===== src/rtl/dest_scoreboard_pkg.sv =====
// rtl/dest_scoreboard_pkg.sv - shared types and constants for the destination scoreboard
// Contents: register-number width, the r0 constant, the scoreboard entry type and a
// helper that builds a stage-0 entry (register number forced to zero when not valid).
package dest_scoreboard_pkg;

  localparam int REG_W = 5;
  localparam logic [REG_W-1:0] REG_ZERO = 5'd0;

  typedef struct packed {
    logic             v;
    logic [REG_W-1:0] rnum;
  } sb_entry_t;

  // Empty slots always carry register 0 so a stale number never lingers in the pipe.
  function automatic sb_entry_t sb_entry_make(input logic v, input logic [REG_W-1:0] rnum);
    sb_entry_t e;
    e.v    = v;
    e.rnum = v ? rnum : REG_ZERO;
    return e;
  endfunction

endpackage


===== src/rtl/dest_scoreboard_mux5.sv =====
// rtl/dest_scoreboard_mux5.sv - 2:1 mux of 5-bit register numbers (write-register select)
// Ports:
//   sel  in  1  0 selects in0, 1 selects in1
//   in0  in  5  first candidate (rt)
//   in1  in  5  second candidate (rd)
//   out  out 5  selected register number
module dest_scoreboard_mux5
  import dest_scoreboard_pkg::*;
(
  input  logic             sel,
  input  logic [REG_W-1:0] in0,
  input  logic [REG_W-1:0] in1,
  output logic [REG_W-1:0] out
);

  assign out = sel ? in1 : in0;

endmodule


===== src/rtl/dest_scoreboard.sv =====
// rtl/dest_scoreboard.sv - destination select and in-flight write scoreboard with RAW stall
// Ports:
//   clk, reset                 clock, synchronous active-high reset
//   issue_valid                decoded instruction present this cycle
//   issue_regdst               0: dest = rt, 1: dest = rd
//   issue_regwrite             instruction writes the register file
//   issue_rs/issue_rt/issue_rd register fields of the issuing instruction
//   rs_used, rt_used           which sources the instruction actually reads
//   flush                      drop every in-flight entry
//   dst_sel, dst_reg           write-register mux select and result (combinational)
//   stall                      hold decode, insert a bubble
//   wb_valid, wb_reg           entry in the last stage (register being written back)
//   stall_count                saturating count of stalled cycles since reset
module dest_scoreboard
  import dest_scoreboard_pkg::*;
#(
  parameter int DEPTH = 3,
  parameter int CNT_W = 8
) (
  input  logic             clk,
  input  logic             reset,
  input  logic             issue_valid,
  input  logic             issue_regdst,
  input  logic             issue_regwrite,
  input  logic [REG_W-1:0] issue_rs,
  input  logic [REG_W-1:0] issue_rt,
  input  logic [REG_W-1:0] issue_rd,
  input  logic             rs_used,
  input  logic             rt_used,
  input  logic             flush,
  output logic             dst_sel,
  output logic [REG_W-1:0] dst_reg,
  output logic             stall,
  output logic             wb_valid,
  output logic [REG_W-1:0] wb_reg,
  output logic [CNT_W-1:0] stall_count
);

  sb_entry_t        sb [DEPTH];
  logic [DEPTH-1:0] hit_rs_k;
  logic [DEPTH-1:0] hit_rt_k;
  logic             hit_rs;
  logic             hit_rt;
  logic             load_v;

  assign dst_sel = issue_regdst;

  dest_scoreboard_mux5 u_mux5 (
    .sel (issue_regdst),
    .in0 (issue_rt),
    .in1 (issue_rd),
    .out (dst_reg)
  );

  // Every stage is compared, WB included: the register file does not forward
  // a value written in the same cycle it is read.
  for (genvar k = 0; k < DEPTH; k++) begin : g_cmp
    assign hit_rs_k[k] = sb[k].v && (sb[k].rnum == issue_rs) && (issue_rs != REG_ZERO);
    assign hit_rt_k[k] = sb[k].v && (sb[k].rnum == issue_rt) && (issue_rt != REG_ZERO);
  end

  assign hit_rs = |hit_rs_k;
  assign hit_rt = |hit_rt_k;
  assign stall  = issue_valid && ((rs_used && hit_rs) || (rt_used && hit_rt));

  // r0 writes are never tracked; a stalled instruction becomes a bubble.
  assign load_v = issue_valid && !stall && issue_regwrite && (dst_reg != REG_ZERO);

  always_ff @(posedge clk) begin
    if (reset) begin
      for (int k = 0; k < DEPTH; k++) begin
        sb[k] <= '0;
      end
      stall_count <= '0;
    end else begin
      if (flush) begin
        for (int k = 0; k < DEPTH; k++) begin
          sb[k] <= '0;
        end
      end else begin
        sb[0] <= sb_entry_make(load_v, dst_reg);
        for (int k = 1; k < DEPTH; k++) begin
          sb[k] <= sb[k-1];
        end
      end
      // Stall is still live during a flush cycle, so it is counted there too.
      if (stall && (stall_count != {CNT_W{1'b1}})) begin
        stall_count <= stall_count + CNT_W'(1);
      end
    end
  end

  assign wb_valid = sb[DEPTH-1].v;
  assign wb_reg   = sb[DEPTH-1].rnum;

endmodule

===== config.mk =====
export PLATFORM = sky130hd
export DESIGN_NAME = dest_scoreboard
export DESIGN_NICKNAME = d
export VERILOG_FILES = /design/src/rtl/dest_scoreboard_pkg.sv /design/src/rtl/dest_scoreboard_mux5.sv /design/src/rtl/dest_scoreboard.sv
export SDC_FILE = /design/constraint.sdc
export NUM_CORES = 1
export LEC_CHECK = 0
export CAP_MARGIN = 20
export CORE_ASPECT_RATIO = 0.5
export CORE_MARGIN = 2
export CORE_UTILIZATION = 51
export CTS_CLUSTER_SIZE = 8
export DETAILED_ROUTE_END_ITERATION = 16
export GPL_TIMING_DRIVEN = 0
export PLACE_DENSITY_LB_ADDON = 0.15
export SYNTH_ARGS = -nofsm -noshare
export SYNTH_HDL_FRONTEND = slang
export SYNTH_SLANG_ARGS = --single-unit

===== constraint.sdc =====
create_clock -name clk -period 3.7 [get_ports clk]
set_clock_uncertainty 0.05 [all_clocks]
set_input_delay 0.37 -clock clk [delete_from_list [all_inputs] [get_ports clk]]
set_output_delay 0.37 -clock clk [all_outputs]
set_load 0.05 [all_outputs]

==> summary.md, run 1 <==
| Metric | Value |
|---|---|
| Final core occ | 0.731 |
| Nets | 242 |
| Post-CTS Resized | 0 |
| Initial Util | 0.535 |
| Fill count | 236 |
| Commonest cells in the netlist | xor2_1, edfxtp_1, and2_1 |
| Vias post-DR | between 1k and 1.5k |
| Register Area | 701 um2 |
| Max Slew Vio Count | 0 |
| Clock net sink count | 26 |
| Avg WL per Cell | 12.8 um |
| Synth top area cells | edfxtp_1, xor2_1, dfxtp_1 |
| Die area | ~3600 um2 |
| Buffers on Ports | 40 |
| Initial DRC Count | 49 |
| Max-Slew Margin vs Limit | 0.648 |
| Worst reg2reg setup slack | 1.42 ns |
| GPL Wtd Cong | between 0.8 and 0.9 |
| First-pass GRT wire length | 5320 um |
| Fmax | ~300 MHz |
| Min-delay worst type | input port to flop |
| Ys flop type | edfxtp_1 |
| TritonCTS clock tree | yes |
| Avg Vias per Cell | between 4 and 5 |
| Post-synthesis register bit count | 26 |
| Global route total overflow | 0 |
| Initial antenna violation count | 0 |
| Worst setup SP type | input port |
| Number of synthesized flops with an enable pin | 18 |
| Crit path DAT | roughly 2.9 ns |
| Final Setup Violations | 0 |
| Gr usage total | 0.188 |
| Core Area | 3000 um2 |
| Leak pwr | 0.844 nW |
| Fraction of layout instances using a drive strength above 1 | 0.0829 |
| Drt drc | 0 |
| Largest stage delay, worst path | 0.84 ns |
| CP Class | input port to output pin |
| PD cells | 322 nW/um2 |
| Reg2reg path depth | 8 |
| Crit end category | output pin |
| Final Critical Period | 3.35 ns |
| Mapped Area | 1600 um2 |
| Worst-skew pair later-pin latency | 0.27 ns |
| Post-DP HPWL | 2530 um |
| Distinct cells, synth | 38 |
| IR drop worst, VDD | 262 uV |
| Hold path depth | 2 |
| Highest-delay cell along the critical path | clkdlybuf4s50_1 |
| # Max-Cap Violations | 0 |
| Yosys synthesis warning count | 0 |
| Footprint of the multi-input gates | 865 um2 |
| Cells after Synth | 156 |
| DRT antenna net count | 0 |
| DIE HEIGHT | 43.6 um |
| Actual slew at the worst max-slew pin | 0.526 ns |
| Num CTS Buffers | 3 |
| Post-CTS Setup Inserts | 0 |
| Register area share after synthesis | 0.437 |
| Max Buffers Root-to-Sink | 2 |
| Worst Path Required | 3.28 ns |
| Post-CTS Hold Buffers | 0 |
| Drt total wl | between 3000 and 4000 um |
| Setup tns final | 0 ns |
| Largest net degree at the start of global routing | 16 |
| Number of H-tree levels | 1 |
| Die width | 83.3 um |
| Diodes inserted | 0 |
| Status | finished clean |
| Most numerous cell in the Yosys netlist | xor2_1 |
| Crit-path most repeated cell | clkdlybuf4s50_1 |
| Final hold vios | 0 |
| Syn avg cell area | 10.3 um2 |
| FP Rows | 14 |
| Synth-to-Final Area Change | 36.5% |
| Yosys top cell area share | 0.337 |
| Vias in the first global route | 1,178 |
| CP max FO | 4 |
| Io pins | 44 |
| Cell taking the most area after synthesis | edfxtp_1 |
| Clk slew on worst S/H paths | 0.09 ns |
| CTS Root Cell | clkbuf_8 |
| Detailed Routing Iterations Pass 1 | 4 |
| Final period util | 0.905 |
| CP cell instances | clkdlybuf4s50_1, xor2_1, nor4_1, nand3_1, a31oi_1, o21a_1, clkdlybuf4s50_1 |
| Asr flop ratio synth | 0 |
| RSZ-0062 raised after global routing | no |
-- worst max-delay path: cells and delay by family --
family / cells / cell delay (ns)
buf+inv: 2 / 1.35
compound gates: 2 / 0.58
xor+xnor: 1 / 0.20
simple gates: 2 / 0.42
-- state kept, by name, summed over array words and instances (netlist names) --
register	flops
sb	18
stall_count	8
-- path summary, 6_finish.rpt --
path	endpoint	start
hold reg to reg	stall_count[4]	stall_count[4]
hold / removal	stall_count[1]	reset
setup / recovery	stall	issue_rs[3]
setup reg to reg	stall_count[3]	sb[0][0]
-- cell usage in the layout, fill, tap and decap left out, types with 5 or more instances in the layout --
| cell | instances |
|---|---|
| dfxtp_1 | 8 |
| conb_1 | 18 |
| nor2_1 | 8 |
| and2_1 | 12 |
| buf_4 | 6 |
| nor4_1 | 6 |
| edfxtp_1 | 18 |
| nand2_1 | 5 |
| clkdlybuf4s50_1 | 40 |
| xor2_1 | 25 |
| inv_1 | 5 |
| xnor2_1 | 6 |
| nand3_1 | 9 |
| mux2i_1 | 5 |
-- where the power goes --
part	internal [mW]	total [mW]	switching (mW)	leakage [nW]
clock network	0.145	0.236	0.0910	0.0357
logic	0.0624	0.137	0.0744	0.560
registers	0.322	0.332	0.0102	0.249
-- per-layer routing --
| layer | share of wire | vias to the layer above | track usage |
|---|---|---|---|
| met1 | 0.48 | 567 | 0.247 |
| met3 | 0.046 | 2 | 0.0533 |
| met5 | 0 | - | 0 |
| met4 | 0.0027 | 0 | 0.0197 |
| met2 | 0.47 | 33 | 0.331 |
| li1 | - | 652 | - |
-- area by class of cell --
type	count	area share
Multi-Input combinational cell	130	0.395
Sequential cell	26	0.320
Timing Repair Buffer	40	0.183
Buffer	11	0.0360
Tap cell	40	0.0229
Clock buffer	3	0.0189
Clock inverter	1	0.0137
Inverter	6	0.0103
-- through the flow --
step	setup slack (ns)	hold slack, ns	power [mW]	instances	instance area, um2
2_1_floorplan	1.52	0.498	0.421	173	1670
3_3_place_gp	0.397	0.440	0.473	253	2120
3_5_place_dp	0.382	0.458	0.474	253	2120
4_1_cts	0.337	0.404	0.707	257	2190
5_1_grt	0.187	0.437	0.730	257	2190
6_report	0.353	0.399	0.704	257	2190
-- logic make-up after synthesis --
logic type                 synth area share
other                               0.00234
DFF                                   0.437
adders and majority gates           0.00781
and+or+nand+nor                       0.186
xor gates and xnor gates              0.169
muxes                                0.0453
buffers and inverters                0.0632
AOI/OAI and AO/OA                    0.0890
(Power assumes the default switching activity.)
==> run 2, diff against run 1 <==
--- a/config.mk
+++ b/config.mk
@@ -12,6 +12,7 @@
 export CTS_CLUSTER_SIZE = 8
 export DETAILED_ROUTE_END_ITERATION = 16
 export GPL_TIMING_DRIVEN = 0
+export MAX_ROUTING_LAYER = met4
 export PLACE_DENSITY_LB_ADDON = 0.15
 export SYNTH_ARGS = -nofsm -noshare
 export SYNTH_HDL_FRONTEND = slang
==> run 2 against run 1 <==
Sequential share of layout area unchanged. Register-to-register slack worse by 0.02 ns. Setup slack worse by 0.012 ns. Clock power about the same. Count of clock-buffer cells in the layout unchanged. Via count up 0.40%. Worst hold slack worse by 0.0013 ns. Routed wire length about the same. Final area unchanged. Flip-flop and latch count unchanged. Global-route usage up 0.59 points. Core utilization unchanged.
==> summary.md, run 2 (synthesized netlist as in run 1, its figures left out) <==
| Metric | Value |
|---|---|
| Avg WL per Cell | 12.8 um (about the same) |
| Final Critical Period | 3.36 ns (+0.0122 ns) |
| CP cell instances | clkdlybuf4s50_1, xor2_1, nor4_1, nand3_1, a31oi_1, o21a_1, clkdlybuf4s50_1 |
| Placement-stage cell area | 2120 um2 (unchanged) |
| Final period util | 0.908 (+0.00329) |
| Avg Vias per Cell | 4.90 (+0.40%) |
| Initial Util | 0.535 (unchanged) |
| Largest stage delay, worst path | 0.84 ns (about the same) |
| Worst hold start | reset |
| Detailed Routing Iterations Pass 1 | 4 (unchanged) |
| GPL Wtd Cong | 0.899 (+1.7%) |
| Worst r2r src | sb[0][0] |
| Gr usage total | 0.194 (+0.00594) |
| Final core occ | 0.731 (unchanged) |
| DIE HEIGHT | 43.6 um (unchanged) |
| Buffers on Ports | 40 (unchanged) |
| Status | finished clean |
| Clock net sink count | 26 (unchanged) |
| Max reg flops | 18 (unchanged) |
| Largest net degree at the start of global routing | 16 (unchanged) |
| Synth-to-Final Area Change | 36.5% (unchanged) |
| Crit end category | output pin |
| Top flop regs | sb x18, stall_count x8 |
| Seq pwr share | 0.471 (about the same) |
| Largest Register | sb |
| Num CTS Buffers | 3 (unchanged) |
| Post-CTS Hold Buffers | 0 (unchanged) |
| Drt drc | 0 (unchanged) |
| Internal power | 529 uW (unchanged) |
| Final hold vios | 0 (unchanged) |
| DRT antenna net count | 0 (unchanged) |
| # Max-Cap Violations | 0 (unchanged) |
| Comb pwr share | 0.194 (about the same) |
| WHS Endpoint | stall_count[1] |
| FP Rows | 14 (unchanged) |
| Die area | 3630 um2 (unchanged) |
| Drt total wl | 3280 um (about the same) |
| Nets | 242 (unchanged) |
| IR drop worst, VDD | 262 uV (about the same) |
| Worst reg2reg setup slack | 1.40 ns (-0.02 ns) |
| Hold path depth | 2 (unchanged) |
| Post-CTS Setup Inserts | 0 (unchanged) |
| Fmax | 298 MHz (-0.36%) |
| Clk pwr share | 0.335 (about the same) |
| Leak pwr | 0.844 nW (unchanged) |
| Vias post-DR | 1,259 (+0.40%) |
| Most common cell after layout, fill and taps aside | clkdlybuf4s50_1 |
| Reg2reg path depth | 8 (unchanged) |
| Max Slew Vio Count | 0 (unchanged) |
| Number of H-tree levels | 1 (unchanged) |
| Io pins | 44 (unchanged) |
| Initial antenna violation count | 0 (unchanged) |
| Total Power | 704 uW (about the same) |
| Global route total overflow | 0 (unchanged) |
| P_sw | 175 uW (about the same) |
| Die width | 83.3 um (unchanged) |
| Dpl cells | 253 (unchanged) |
| Worst Path Required | 3.28 ns (about the same) |
| TritonCTS clock tree | yes |
| Crit path DAT | 2.94 ns (about the same) |
| Final instance count without filler cells | 257 (unchanged) |
| Initial DRC Count | 50 (+2.0%) |
| Max Buffers Root-to-Sink | 2 (unchanged) |
| Fraction of layout instances using a drive strength above 1 | 0.0829 (unchanged) |
| CTS Root Cell | clkbuf_8 |
| PD cells | 322 nW/um2 (about the same) |
| Setup tns final | 0 ns (unchanged) |
| First-pass GRT wire length | 5320 um (unchanged) |
| Highest-delay cell along the critical path | clkdlybuf4s50_1 |
| Vias in the first global route | 1,180 (+0.17%) |
| Post-route cell area | 2190 um2 (unchanged) |
| Max-Slew Margin vs Limit | 0.648 (about the same) |
| Post-DP HPWL | 2530 um (unchanged) |
| Most frequent cells in the layout | clkdlybuf4s50_1, xor2_1, edfxtp_1, conb_1, and2_1 |
| Switching Fraction | 0.249 (about the same) |
| Final Setup Violations | 0 (unchanged) |
| Crit-path most repeated cell | clkdlybuf4s50_1 |
| R2R Path End | stall_count[3] |
| Diodes inserted | 0 (unchanged) |
| Worst-skew pair later-pin latency | 0.27 ns (about the same) |
| Post-CTS Resized | 0 (unchanged) |
| Min-delay worst type | input port to flop |
| CP Class | input port to output pin |
| RSZ-0062 raised after global routing | no |
| CP max FO | 4 (unchanged) |
| Worst setup SP type | input port |
| Core Area | 3000 um2 (unchanged) |
| Clk slew on worst S/H paths | 0.09 ns (about the same) |
| Actual slew at the worst max-slew pin | 0.526 ns (+0.000215 ns) |
-- run 2: cell counts in the layout (fill, tap and decap cells not counted) --
No cell type changed its count.
-- run 2: final cells by class --
cell class	count	area, um2
repair buffers	40	400
well taps	40	50.0
clock inverters	1	30.0
plain buffers	11	78.8
multi-input cells	130	865
flip-flops and latches	26	701
clock buffers	3	41.3
inverters	6	22.5
fillers	236	807
-- run 2: critical path, delay by kind of cell --
kind / cells / cell delay (ns)
xor+xnor: 1 / 0.19
compound gates: 2 / 0.54
simple gates: 2 / 0.47
buf+inv: 2 / 1.36
-- run 2: power groups by stage --
| stage | registers [mW] | logic, mW | clock network, mW |
|---|---|---|---|
| after floorplan | 0.339 | 0.0818 | 0 |
| after global placement | 0.338 | 0.135 | 0 |
| after detailed placement | 0.339 | 0.136 | 0 |
| after CTS | 0.332 | 0.137 | 0.238 |
| after global routing | 0.333 | 0.147 | 0.250 |
| final | 0.332 | 0.137 | 0.236 |
-- run 2: worst max path at each step --
| stage | start | to | slack (ns) | depth (start not counted) |
|---|---|---|---|---|
| floorplan | issue_rt[0] | stall_count[6] | 1.52 | 8 |
| global placement | issue_rt[4] | stall | 0.40 | 7 |
| detailed placement | issue_rt[1] | stall | 0.38 | 7 |
| CTS | issue_rs[0] | stall | 0.34 | 7 |
| global route | issue_rt[1] | stall | 0.19 | 7 |
| finish | issue_rs[0] | stall | 0.34 | 7 |
-- run 2: layer usage --
metal | GRT usage | vias up | wire, um
met1 | 0.247 | 570 | 1590
met4 | 0.0197 | 0 | 9
li1 | - | 652 | -
met2 | 0.329 | 35 | 1530
met5 | - | - | 0
met3 | 0.0533 | 2 | 151
-- run 2: stage by stage --
stage | hold WS (ns) | worst slack (ns)
floorplan | 0.498 | 1.52
global placement | 0.440 | 0.397
detailed placement | 0.458 | 0.382
CTS | 0.404 | 0.337
global route | 0.437 | 0.187
finish | 0.397 | 0.341
==> run 3, diff against run 2 <==
--- a/config.mk
+++ b/config.mk
@@ -8,12 +8,13 @@
 export CAP_MARGIN = 20
 export CORE_ASPECT_RATIO = 0.5
 export CORE_MARGIN = 2
-export CORE_UTILIZATION = 51
+export CORE_UTILIZATION = 40
 export CTS_CLUSTER_SIZE = 8
 export DETAILED_ROUTE_END_ITERATION = 16
 export GPL_TIMING_DRIVEN = 0
 export MAX_ROUTING_LAYER = met4
 export PLACE_DENSITY_LB_ADDON = 0.15
+export SKIP_LAST_GASP = 1
 export SYNTH_ARGS = -nofsm -noshare
 export SYNTH_HDL_FRONTEND = slang
 export SYNTH_SLANG_ARGS = --single-unit
==> run 3 against run 2 <==
Count of clock-buffer cells in the layout unchanged. Final area up 0.80%. Global-route usage is 2.3 points lower. Flip-flop and latch count is the same. Via count grew 2.4%. Non-clock buffer count stayed put. Highest routed layer unchanged.
==> summary.md, run 3 (synthesized netlist as in run 1, its figures left out) <==
| Metric | Value |
|---|---|
| Status | finished clean |
| Max-Slew Margin vs Limit | 0.661 (+0.0130) |
| Avg Vias per Cell | 4.76 (-2.9%) |
| Fmax | 295 MHz (-0.95%) |
| Pre-CTS setup slack | 0.345 ns (-0.0367 ns) |
| Min-delay worst type | input port to flop |
| Fraction of layout instances using a drive strength above 1 | 0.0829 (unchanged) |
| Gr usage total | 0.171 (-0.0231) |
| Worst reg2reg setup slack | 1.37 ns (-0.03 ns) |
| Drt total wl | 3450 um (+5.1%) |
| Final period util | 0.917 (+0.00870) |
| Final Setup Violations | 0 (unchanged) |
| First-pass GRT wire length | 5950 um (+12%) |
| Max Slew Vio Count | 0 (unchanged) |
| Vias in the first global route | 1,303 (+10%) |
| Global route total overflow | 0 (unchanged) |
| Number of H-tree levels | 1 (unchanged) |
| Core Area | 3860 um2 (+29%) |
| Final hold vios | 0 (unchanged) |
| Most common cell after layout, fill and taps aside | clkdlybuf4s50_1 |
| RSZ-0062 raised after global routing | no |
| Clock net sink count | 26 (unchanged) |
| Die area | 4560 um2 (+25%) |
| Nets | 242 (unchanged) |
| # Max-Cap Violations | 0 (unchanged) |
| Die width | 93.5 um (+12%) |
| Initial Util | 0.415 (-0.120) |
| CTS Root Cell | clkbuf_8 |
| Largest net degree at the start of global routing | 16 (unchanged) |
| Leak pwr | 0.844 nW (unchanged) |
| CP max FO | 4 (unchanged) |
| Crit path DAT | 2.97 ns (+0.03 ns) |
| PD cells | 320 nW/um2 (-0.46%) |
| Io pins | 44 (unchanged) |
| Buffers on Ports | 40 (unchanged) |
| Post-CTS Setup Inserts | 0 (unchanged) |
| Initial antenna violation count | 0 (unchanged) |
| Num CTS Buffers | 3 (unchanged) |
| Setup tns final | 0 ns (unchanged) |
| Dpl cells | 267 (+5.5%) |
| Detailed Routing Iterations Pass 1 | 4 (unchanged) |
| TritonCTS clock tree | yes |
| Vias post-DR | 1,289 (+2.4%) |
| Initial DRC Count | 43 (-14%) |
| Post-route cell area | 2210 um2 (+0.80%) |
| Post-CTS Resized | 0 (unchanged) |
| Worst Path Required | 3.28 ns (about the same) |
| Worst setup SP type | input port |
| Post-DP HPWL | 2730 um (+8.0%) |
| Post-CTS Hold Buffers | 0 (unchanged) |
| FP Rows | 16 (+2) |
| IR drop worst, VDD | 173 uV (-34%) |
| Final Worst Setup Slack | 0.309 ns (-0.0322 ns) |
| Synth-to-Final Area Change | 37.6% |
| Max Buffers Root-to-Sink | 2 (unchanged) |
| Fill count | 360 (+53%) |
| DRT antenna net count | 0 (unchanged) |
| Max reg flops | 18 (unchanged) |
| Actual slew at the worst max-slew pin | 0.506 ns (-0.0195 ns) |
| Clk slew on worst S/H paths | 0.09 ns (about the same) |
| Crit end category | output pin |
| CP Class | input port to output pin |
| Most frequent cells in the layout | clkdlybuf4s50_1, xor2_1, edfxtp_1, conb_1, and2_1 |
| GPL Wtd Cong | 0.835 (-7.1%) |
| Placement-stage cell area | 2130 um2 (+0.83%) |
| Top flop regs | sb x18, stall_count x8 |
| Largest Register | sb |
| Total Power | 707 uW (+0.34%) |
| Final instance count without filler cells | 271 (+5.4%) |
| Worst-skew pair later-pin latency | 0.27 ns (about the same) |
| DIE HEIGHT | 48.8 um (+12%) |
| Diodes inserted | 0 (unchanged) |
| Drt drc | 0 (unchanged) |
| Avg WL per Cell | 12.7 um (-0.31%) |
| Final Critical Period | 3.39 ns (+0.0322 ns) |
-- run 3: area by class of cell --
type	instances	area, um2	share of cell area
buffer	11	78.8	0.0357
clock buffer	3	41.3	0.0187
clock inverter	1	30.0	0.0136
inverter	6	22.5	0.0102
multi-input combinational	130	865	0.392
sequential	26	701	0.318
tap	54	67.6	0.0306
timing repair buffer	40	400	0.182
-- run 3: through the flow --
stage | hold slack, ns | utilization
floorplan | 0.498 | -
global placement | 0.437 | 0.552
detailed placement | 0.446 | 0.552
CTS | 0.408 | 0.571
global route | 0.435 | 0.571
finish | 0.415 | 0.571
-- run 3: where the power goes --
group          leakage (nW)  switching [mW]  internal (mW)
Sequential            0.249          0.0102          0.322
Combinational         0.560          0.0752         0.0624
Clock                0.0357          0.0924          0.145
Total                 0.844           0.178          0.529
-- run 3: worst paths after layout --
path | start | endpoint | cells past startpoint
min reg2reg | stall_count[4] | stall_count[4] | 2
max reg2reg | sb[0][0] | stall_count[3] | 8
min | reset | stall_count[0] | 2
max | issue_rs[2] | stall | 7
-- run 3: per-layer routing --
metal	up-vias	share of wire	GRT usage	wire length (um)
met5	-	0	-	0
met4	0	0.0035	0.0221	12
met3	2	0.063	0.0436	216
met2	38	0.44	0.264	1520
met1	598	0.49	0.235	1700
li1	651	-	-	-
-- run 3: worst max-delay path, cell delays in order --
cell and delay [ns]:
clkdlybuf4s50_1 0.52, xor2_1 0.21, nor4_1 0.28, nand3_1 0.12, a31oi_1 0.43, o21a_1 0.22, clkdlybuf4s50_1 0.82
==> RTL edit 1, RTL diff (settings of run 2) <==
`CNT_W`: 8 -> 12.
--- a/src/rtl/dest_scoreboard.sv
+++ b/src/rtl/dest_scoreboard.sv
@@ -15,7 +15,7 @@
   import dest_scoreboard_pkg::*;
 #(
   parameter int DEPTH = 3,
-  parameter int CNT_W = 8
+  parameter int CNT_W = 12
 ) (
   input  logic             clk,
   input  logic             reset,
Interface: changed (resized stall_count); port bits go from 44 to 48. No check against the original RTL was run, so the function may have changed too.
==> RTL edit 1 against run 2 <==
Total power is 20% higher; sequential cell count grew 4; die area rose by 21%; cell count up 21%; first-iteration DRC count down 18%; design area up 22%; highest routed layer unchanged; global-route usage increased by 3.8 points; maximum frequency decreased by 5.6%; sequential power is 13% higher; worst hold slack better by 0.095 ns; setup slack worse by 0.20 ns; wire length is 36% higher; synthesized area is 23% higher.
==> RTL edit 1: results (changes against run 2) <==
Route
  • DRT iter0 DRCs: 41 (-18%)
  • Detail-routed via count per cell: 5.285 (+7.9%)
  • Routed WL: 4449 microns (+36%)

Pwr
  • Sequential share of power: 44.4% (-2.7 points)
  • Seq pwr: 0.375 mW (+13%)
  • Sw Ratio: 25.91% (+0.99 points)
  • Leakage: 1.007 nW (+19%)
  • Peak supply drop: 169.1 uV (-35%)
  • Clock Power: 0.319 mW (+35%)

Worst setup path
  • Flop2flop setup slack: 1.37 ns (-0.03 ns)
  • Critical Path AT: 3.14 ns (+0.20 ns)
  • Setup crit start: issue_rt[3]
  • Launching point of the worst reg2reg path: sb[0][14]$_SDFFCE_PN0P_
  • Crit-path max FO: 10 (+6)
  • Max stage delay cell, worst path: clkdlybuf4s50_1
  • R2R cell count: 7 (-1)
  • Worst R2R End: stall_count[2]$_SDFFE_PP0P_

Placed design
  • Dpl ws: 0.1600 ns (-0.2219 ns)
  • Dpl hpwl: 3464 microns (+37%)
  • Placed inst area: 2572 sq um (+22%)
  • RD Place Congestion: 0.8653 (-3.7%)
  • Buffers on Ports: 47 (+18%)

Job
  • Max Cap Violations: 0 (unchanged)

Hold path
  • Hold WC Path Type: reg2reg
  • Hold Startpoint: stall_count[1]$_SDFFE_PP0P_
  • Hold Crit Depth: 2 (unchanged)

Clock tree
  • Number of buffers created by CTS: 5 (+2)
  • Reg clk slew, reported paths: 0.06 ns (-0.03 ns)
  • Clock Latency Late Sink: 0.29 ns (+0.02 ns)
  • H-Tree Depth: 2 (+1)

Cells and area
  • Post-Layout Cell Count: 312 (+21%)
  • Ant diodes: 0 (unchanged)
  • Filler cell count: 266 (+13%)
  • Share of layout cells above drive strength 1: 12.26% (+4.0 points)
  • Largest registers: sb x18, stall_count x12
  • Fin nets: 285 (+18%)

GRT
  • GRT Util Overall: 23.22% (+3.8 points)
  • Vias in the first global route: 1629 (+38%)
  • First-pass GRT wire length: 7327 microns (+38%)
  • Largest net degree at the start of global routing: 11 (-5)

Outcome
  • Status: finished clean

Logic synthesis
  • Mux share of post-synthesis cell area: 8.492% (+4.0 points)
  • Synthesized instance count: 190 (+22%)
  • Post-synthesis xor/xnor area fraction: 13.31% (-3.6 points)
  • Compound-Gate Fraction of Synth Area: 11.47% (+2.6 points)
  • Post-Synth Adder-Cell Area: 0.6337% (-0.15 points)
  • Area contributors post-synth: edfxtp_1 27%, dfxtp_1 12%, xor2_1 11%
  • Post-synth cell types: 37 (-2.6%)
  • Top cells by count, synth: 24 x xor2_1, 18 x edfxtp_1, 15 x nor2_1
  • Sequential fraction of the synthesis area: 39.54% (-4.2 points)

STA
  • Hold_ws: 0.4921 ns (+0.09466 ns)
  • Actual slew at the worst max-slew pin: 0.5120 ns (-0.01389 ns)
  • Final Cycle Share: 96.15% (+5.4 points)
[RTL edit 1: changes by cell type in the layout (fill, tap and decap cells not counted), sizes merged, moves of 4 or more]
cell	delta
a211oi	+8
and3	+5
clkdlybuf4s50	+7
dfxtp	+4
mux2	+12
mux2i	-4
nand4	+5
nor2	+7
nor2b	+11
[RTL edit 1: layer usage]
| layer | share of wire (%) | track usage [%] | routed length (microns) |
|---|---|---|---|
| met5 | 0 | - | 0 |
| met4 | 2.2 | 8.358 | 96 |
| met3 | 6.2 | 6.457 | 277 |
| met2 | 51 | 46.18 | 2281 |
| met1 | 40 | 23.22 | 1794 |
[RTL edit 1: layout make-up]
cell class	count	area, sq um	share of cell area [%]
Multi-Input combinational cell	160	1152	43.08
Sequential cell	30	780.7	29.19
Timing Repair Buffer	47	470.5	17.59
Buffer	12	86.33	3.227
Clock buffer	5	68.82	2.572
Tap cell	51	63.81	2.385
Clock inverter	2	33.78	1.263
Inverter	5	18.77	0.7016
==> RTL edit 2, RTL diff (flow settings as in run 2) <==
Without the edit above. Make the reset (`reset`) asynchronous in one clocked block. Comments in the files are not updated.
--- a/src/rtl/dest_scoreboard.sv
+++ b/src/rtl/dest_scoreboard.sv
@@ -66,7 +66,7 @@
   // r0 writes are never tracked; a stalled instruction becomes a bubble.
   assign load_v = issue_valid && !stall && issue_regwrite && (dst_reg != REG_ZERO);
 
-  always_ff @(posedge clk) begin
+  always_ff @(posedge clk or posedge reset) begin
     if (reset) begin
       for (int k = 0; k < DEPTH; k++) begin
         sb[k] <= '0;
Behaviour: differs if reset is asserted again (counterexample within 4 cycles, from zero or initial values and one cycle with reset high); with reset held inactive, the same outputs for 10 cycles.
==> RTL edit 2 against run 2 <==
Via count decreased by 8.1%; combinational power down 5%; worst hold slack got worse by 0.020 ns; global-route usage increased by 2.9 points; sequential share of layout area fell by 0.48 points; wire length rose by 3.5%; synthesized area down 6.4%; maximum frequency shrank 2.3%; first-iteration DRC count down 2.0%; design area fell by 5.7%; total power down 5.6%; setup slack worse by 0.078 ns; critical path type unchanged; sequential cell count unchanged.
==> RTL edit 2: results (changes against run 2) <==
Outcome
  • Status: finished clean

Logic synthesis
  • Async set-reset flop share out of synthesis: 100.0% (+100 points)
  • Mux share of post-synthesis cell area: 4.420% (-0.11 points)
  • Post-synth cell types: 27 (-29%)
  • Top_reg_cell synth: dfrtp_1
  • Compound-Gate Fraction of Synth Area: 9.258% (+0.36 points)
  • Post-Synth Adder-Cell Area: 0.8340% (+0.053 points)
  • Sequential fraction of the synthesis area: 43.37% (-0.35 points)

Worst setup path
  • Crit-path max FO: 9 (+5)
  • Setup crit start: issue_rt[1]

Pwr
  • Sw Ratio: 25.83% (+0.91 points)
  • Leakage: 0.9187 nW (+8.8%)
  • Total power: 0.6645 mW (-5.6%)
  • Peak supply drop: 205.1 uV (-22%)

GRT
  • GRT Util Overall: 22.37% (+2.9 points)

Route
  • Detail-routed via count per cell: 5.212 (+6.4%)
  • Post-DR wirelength/cell: 15.29 microns (+20%)
  • DRT iter0 DRCs: 49 (-2.0%)

Placed design
  • RD Place Congestion: 0.8637 (-3.9%)
  • Buffers on Ports: 43 (+7.5%)
  • Dpl hpwl: 2525 microns (-0.23%)

Cells and area
  • ClkCell Share: 3.457% (+0.20 points)
  • Fin nets: 210 (-13%)
  • Multi-input combinational area share: 38.08% (-1.4 points)
  • Max reg flops: 12 (-6)
  • NonClk Buf Share: 23.95% (+2.1 points)
  • Sequential share of cell area: 31.53% (-0.48 points)
  • Comb_multi_in: 100 (-23%)
==> RTL edit 2: cell types whose count changed after synthesis, moves of 3 or more <==
cell and delta:
a211oi_1 +3, and2_1 -12, dfrtp_1 +26, dfxtp_1 -8, edfxtp_1 -18, mux2i_1 -4
nor2_1 -6, nor2b_1 +14, or3_1 -3, xor2_1 +5
==> RTL edit 2: worst register-to-register path: stages, from the launching register on <==
cell     delay, ns
dfrtp_1       0.43
xor2_1        0.16
nor4_1        0.32
nand3_1       0.19
a31o_4        0.32
a21oi_1       0.25
mux2_1        0.34
==> RTL edit 2: per-layer routing <==
| layer | track usage, % | share of wire [%] |
|---|---|---|
| met5 | - | 0 |
| met4 | 1.695 | 0.71 |
| met1 | 28.75 | 48 |
| met3 | 5.172 | 4.0 |
| met2 | 38.17 | 47 |
==> RTL edit 2: path summary, 6_finish.rpt <==
kind,depth (start not counted),slack [ns],end
worst max register to register,6,1.53,stall_count[1]$_DFFE_PP0P_
min in group clk,1,0.45,stall_count[6]$_DFFE_PP0P_
worst max-delay path,7,0.26,stall
worst min-delay path,2,0.38,stall_count[4]$_DFFE_PP0P_
worst min register to register,1,0.45,stall_count[6]$_DFFE_PP0P_
max in group asynchronous,3,2.75,sb[10]$_DFF_PP0_
==> RTL edit 2: stage by stage <==
step | setup WS, ns | cells | hold WS (ns) | instance area (sq um) | utilization (%)
after floorplan | 0.9187 | 137 | 0.3600 | 1500 | -
after global routing | 0.1444 | 222 | 0.4056 | 2063 | 76.41
after CTS | 0.2800 | 221 | 0.4444 | 2048 | 75.86
after detailed placement | 0.3176 | 217 | 0.4303 | 1977 | 73.22
final | 0.2626 | 222 | 0.3779 | 2063 | 76.41
after global placement | 0.3638 | 217 | 0.4226 | 1977 | 73.22
